--- src/rtl/cond_unit.sv ---
// Conditional-execution unit: evaluates the instruction condition against the
// registered NZCV flags, qualifies the write strobes, owns the flag and sticky
// Q registers, and sequences the one-cycle high-half writeback of long ops.
module cond_unit (
    input  logic       clk,
    input  logic       reset,
    input  logic [3:0] Cond,
    input  logic [4:0] ALUFlags,
    input  logic [1:0] FlagW,
    input  logic       PCS,
    input  logic       RegW,
    input  logic       MemW,
    input  logic       NoWrite,
    input  logic       LongOp,
    input  logic       QClear,
    output logic       PCSrc,
    output logic       RegWrite,
    output logic       MemWrite,
    output logic       CondEx,
    output logic [3:0] Flags,
    output logic       QFlag,
    output logic       WriteHigh,
    output logic       Stall
);

    typedef enum logic {IDLE, HIGH} state_t;

    state_t     state_q, state_d;
    logic [3:0] flags_q, flags_d;
    logic       qflag_q, qflag_d;
    logic       cond_ex;
    logic       n_f, z_f, c_f, v_f;

    assign {n_f, z_f, c_f, v_f} = flags_q;
    assign Flags  = flags_q;
    assign QFlag  = qflag_q;
    assign CondEx = cond_ex;

    // Condition check uses only the registered flags, so flags written by one
    // instruction are seen by the next one with no bypass from the ALU.
    always_comb begin
        cond_ex = 1'b1;
        case (Cond)
            4'b0000: cond_ex = z_f;
            4'b0001: cond_ex = ~z_f;
            4'b0010: cond_ex = c_f;
            4'b0011: cond_ex = ~c_f;
            4'b0100: cond_ex = n_f;
            4'b0101: cond_ex = ~n_f;
            4'b0110: cond_ex = v_f;
            4'b0111: cond_ex = ~v_f;
            4'b1000: cond_ex = c_f & ~z_f;
            4'b1001: cond_ex = ~c_f | z_f;
            4'b1010: cond_ex = (n_f == v_f);
            4'b1011: cond_ex = (n_f != v_f);
            4'b1100: cond_ex = ~z_f & (n_f == v_f);
            4'b1101: cond_ex = z_f | (n_f != v_f);
            4'b1110: cond_ex = 1'b1;
            4'b1111: cond_ex = 1'b1;
            default: cond_ex = 1'b1;
        endcase
    end

    // Next-state, strobe qualification and flag/Q next values.
    always_comb begin
        state_d   = state_q;
        flags_d   = flags_q;
        qflag_d   = qflag_q;
        PCSrc     = 1'b0;
        RegWrite  = 1'b0;
        MemWrite  = 1'b0;
        WriteHigh = 1'b0;
        Stall     = 1'b0;
        case (state_q)
            IDLE: begin
                PCSrc    = PCS & cond_ex;
                RegWrite = RegW & cond_ex & ~NoWrite;
                MemWrite = MemW & cond_ex;
                // A long op writes the low half now and the high half next cycle.
                if (LongOp & RegW & cond_ex & ~NoWrite) begin
                    Stall   = 1'b1;
                    state_d = HIGH;
                end
                if (FlagW[1] & cond_ex) flags_d[3:2] = ALUFlags[3:2];
                if (FlagW[0] & cond_ex) flags_d[1:0] = ALUFlags[1:0];
                // Set is evaluated last so it wins over a coincident clear.
                if (QClear & cond_ex) qflag_d = 1'b0;
                if (ALUFlags[4] & cond_ex) qflag_d = 1'b1;
            end
            HIGH: begin
                // High-half writeback: inputs ignored, flags and Q hold.
                RegWrite  = 1'b1;
                WriteHigh = 1'b1;
                state_d   = IDLE;
            end
            default: state_d = IDLE;
        endcase
    end

    // State, flag and sticky-Q registers with asynchronous reset.
    always_ff @(posedge clk or posedge reset) begin
        if (reset) begin
            state_q <= IDLE;
            flags_q <= 4'b0000;
            qflag_q <= 1'b0;
        end else begin
            state_q <= state_d;
            flags_q <= flags_d;
            qflag_q <= qflag_d;
        end
    end

endmodule

--- config.mk ---
export PLATFORM = sky130hd
export DESIGN_NAME = cond_unit
export DESIGN_NICKNAME = d
export VERILOG_FILES = /design/src/rtl/cond_unit.sv
export SDC_FILE = /design/constraint.sdc
export NUM_CORES = 1
export LEC_CHECK = 0
export ABC_CLOCK_PERIOD_IN_PS = 2850
export CORE_MARGIN = 3
export CORE_UTILIZATION = 35
export CTS_CLUSTER_SIZE = 16
export DETAILED_ROUTE_END_ITERATION = 8
export HOLD_SLACK_MARGIN = 0.05
export PLACE_DENSITY = 0.86
export SETUP_SLACK_MARGIN = 0.1
export SYNTH_ARGS = -nofsm -noshare
export SYNTH_HDL_FRONTEND = slang
export SYNTH_SLANG_ARGS = --single-unit
--- constraint.sdc ---
create_clock -name clk -period 2.85 [get_ports clk]
set_input_delay 0.57 -clock clk [delete_from_list [all_inputs] [get_ports clk]]
set_output_delay 0.57 -clock clk [all_outputs]
set_load 0.05 [all_outputs]
==> impl_metrics.tcl <==
set metrics [dict create \
    design_area_um2 1010 \
    min_period_ns 2.66 \
    globalRouteTotalUtil_pct 17.5 \
    cts_tree "yes" \
    crit_required_ns 2.28 \
    area_growth_pct 91.9 \
    finalMaxSlewViolations 0 \
    n_antenna_cell 0 \
    insertion_delay_ns 0.24 \
    pre_cts_slack_ns -0.329 \
    crit_fanout 4 \
    nets 115 \
    min-delay-path-class "input pin to async pin" \
    status "complete, no violations" \
    synth_flop_cell "dfrtp_1" \
    ys_ff_latch 6 \
    die_area_um2 2000 \
    portBuffers 29 \
    yosys_warnings 0 \
    antenna_left 0 \
    grt_start_max_net_pins 9 \
    place_congestion 0.731 \
    viasPerCell 5.27 \
    maxCapViolations 0 \
    ys_top_cells_by_count "6 x dfrtp_1, 3 x inv_1, 3 x nor2b_1, 3 x nor4b_1" \
    synth_most_common_cell "dfrtp_1" \
    antenna_found_initial 0 \
    p_leak_nw 0.436 \
    grt_pass1_wl_mm 2.51 \
    dpl.hpwl_mm 1.26 \
    worst_hold_slack_ns 0.539 \
    fp-row-count 13 \
    synthCells 52 \
    timing.fmax_ghz 0.375 \
    cts_buffers 3 \
    fin_setup_tns_ns 0 \
    synth-edff-count 0 \
    rsz0062_at_grt "yes" \
    dr.pass1.iters 4 \
    htreeDepth 1 \
    syn_nets 71 \
    initial_core_util_pct 38.9 \
    cts_hold_buf 0 \
    critical-path-slowest-cell "or3b_1" \
    ir_worst_vdd_v 0.000632 \
    yosysUniqueCellTypes 30 \
    clk_path_buf_depth 2 \
    cp_slowest_stage_delay_ns 0.40 \
    async_reset_ff_share_pct 100 \
    syn-cell-area_um2 526 \
    hold_viol_final 0 \
    synth_area_leaders "dfrtp_1 29%, nor4b_2 5.7%, a2111oi_4 5.2%, nor4b_1 5.0%, mux2_1 4.3%" \
    yosysSeqAreaShare_pct 28.6 \
    die_x_um 44.8 \
    end_kind "output port" \
    crit_path_start_kind "input pin" \
    path_class "input pin to output port" \
    cts.clk_slew.worst_paths_ns 0.04 \
    synth_top_area_share_pct 28.6 \
    routedWlPerCell_um 15.4 \
    setup_ws_ns 0.186 \
    drtIter0Drc 5 \
    synth_top_area_cell "dfrtp_1" \
    cp_cell_sequence "clkdlybuf4s15_1, or3b_1, mux2i_2, a2111oi_4, nor3_2, buf_4, and3_4, buf_8" \
    critical_path_buf_inv_count 3 \
    fin_crit_sh_pct 93.5 \
    ioPinCount 30 \
    grt_pass1_vias 593 \
    postPlaceCellArea_um2 886 \
    cts_sinks 6 \
    finalClockSkew_ns 0.00126 \
    fp.dieH_um 44.8 \
    drive_gt1_share_pct 46.8 \
    core_um2 1350 \
    drc 0 \
    tightestPinTransition_ns 0.504 \
    slew_headroom_pct 65.9 \
    cts_root_buf "clkbuf_4" \
    crit_arrival_ns 2.09 \
    power_density_nw_per_um2 887 \
    synth_area_per_cell_um2 10.1 \
    setup_viol 0 \
    gr-total-overflow 0 \
    critPathTopFamily "simple AND/OR/NAND/NOR gates" \
    vias 574 \
    wirelength_mm 1.68 \
]
## registers in the layout, summed over array words and instances (netlist names)
name     cells
state_q      1
Flags        4
QFlag        1
## placed cells by master, fill, tap and decap left out, types with 2 or more instances in the layout
cell,n
and2_4,2
buf_4,14
buf_6,3
buf_8,3
clkbuf_4,3
clkdlybuf4s50_1,20
dfrtp_1,4
dfrtp_2,2
inv_1,3
mux2_1,2
mux2_2,2
nand2_1,2
nand3b_1,2
nor2b_1,3
nor4b_1,3
nor4b_2,2
## logic make-up (layout without fill, tap and decap cells)
group / count (synthesis) / after routing / synth area share [%]
DFF: 6 / 6 / 28.6
buffers and inverters: 6 / 48 / 5.95
muxes: 5 / 5 / 10.5
AOI/OAI and AO/OA: 8 / 8 / 16.9
and+or+nand+nor: 24 / 24 / 33.1
xor gates and xnor gates: 3 / 3 / 5.00
## stage by stage
step	utilization (%)	power (mW)	std cells
6_report	74.7	0.894	109
3_3_place_gp	65.6	0.710	103
3_5_place_dp	65.6	0.722	103
5_1_grt	74.7	0.944	109
4_1_cts	71.7	0.857	109
2_1_floorplan	-	0.520	52
## final cells by class
type	count	area [um^2]
clock buffers	3	22.5
repair buffers	42	399
flip-flops and latches	6	153
inverters	3	11.3
fillers	103	342
well taps	15	18.8
multi-input cells	40	404
## power breakdown
| part | internal [mW] | leakage, nW | switching (mW) |
|---|---|---|---|
| Clock | 0.0476 | 0.0138 | 0.0301 |
| Combinational | 0.294 | 0.352 | 0.349 |
| Sequential | 0.126 | 0.0698 | 0.0474 |
| Total | 0.468 | 0.436 | 0.427 |
## per-layer routing
layer	vias to the layer above	global-route usage, %	wire [um]
met1	271	19.2	625
met3	8	1.59	58
met2	18	30.7	920
met4	0	13.3	70
li1	277	-	-
met5	-	0	0
## final timing paths
| kind | from | end | slack, ns | depth (start not counted) |
|---|---|---|---|---|
| hold / removal | reset | Flags[2] | 0.54 | 2 |
| min in group clk | QFlag | QFlag | 0.54 | 2 |
| setup / recovery | Cond[1] | Stall | 0.19 | 8 |
| max in group asynchronous | reset | Flags[0] | 2.10 | 2 |
| hold reg to reg | QFlag | QFlag | 0.54 | 2 |
| setup reg to reg | Flags[0] | Flags[3] | 0.40 | 9 |
## timing repair
| action | in CTS | in global routing |
|---|---|---|
| pin swaps | 7 | 2 |
| gates resized for setup | 30 | 8 |
| buffers inserted | 3 | 0 |
| endpoints found under the setup margin | 5 | 5 |
Note: power is estimated with default switching activity, not from simulation.
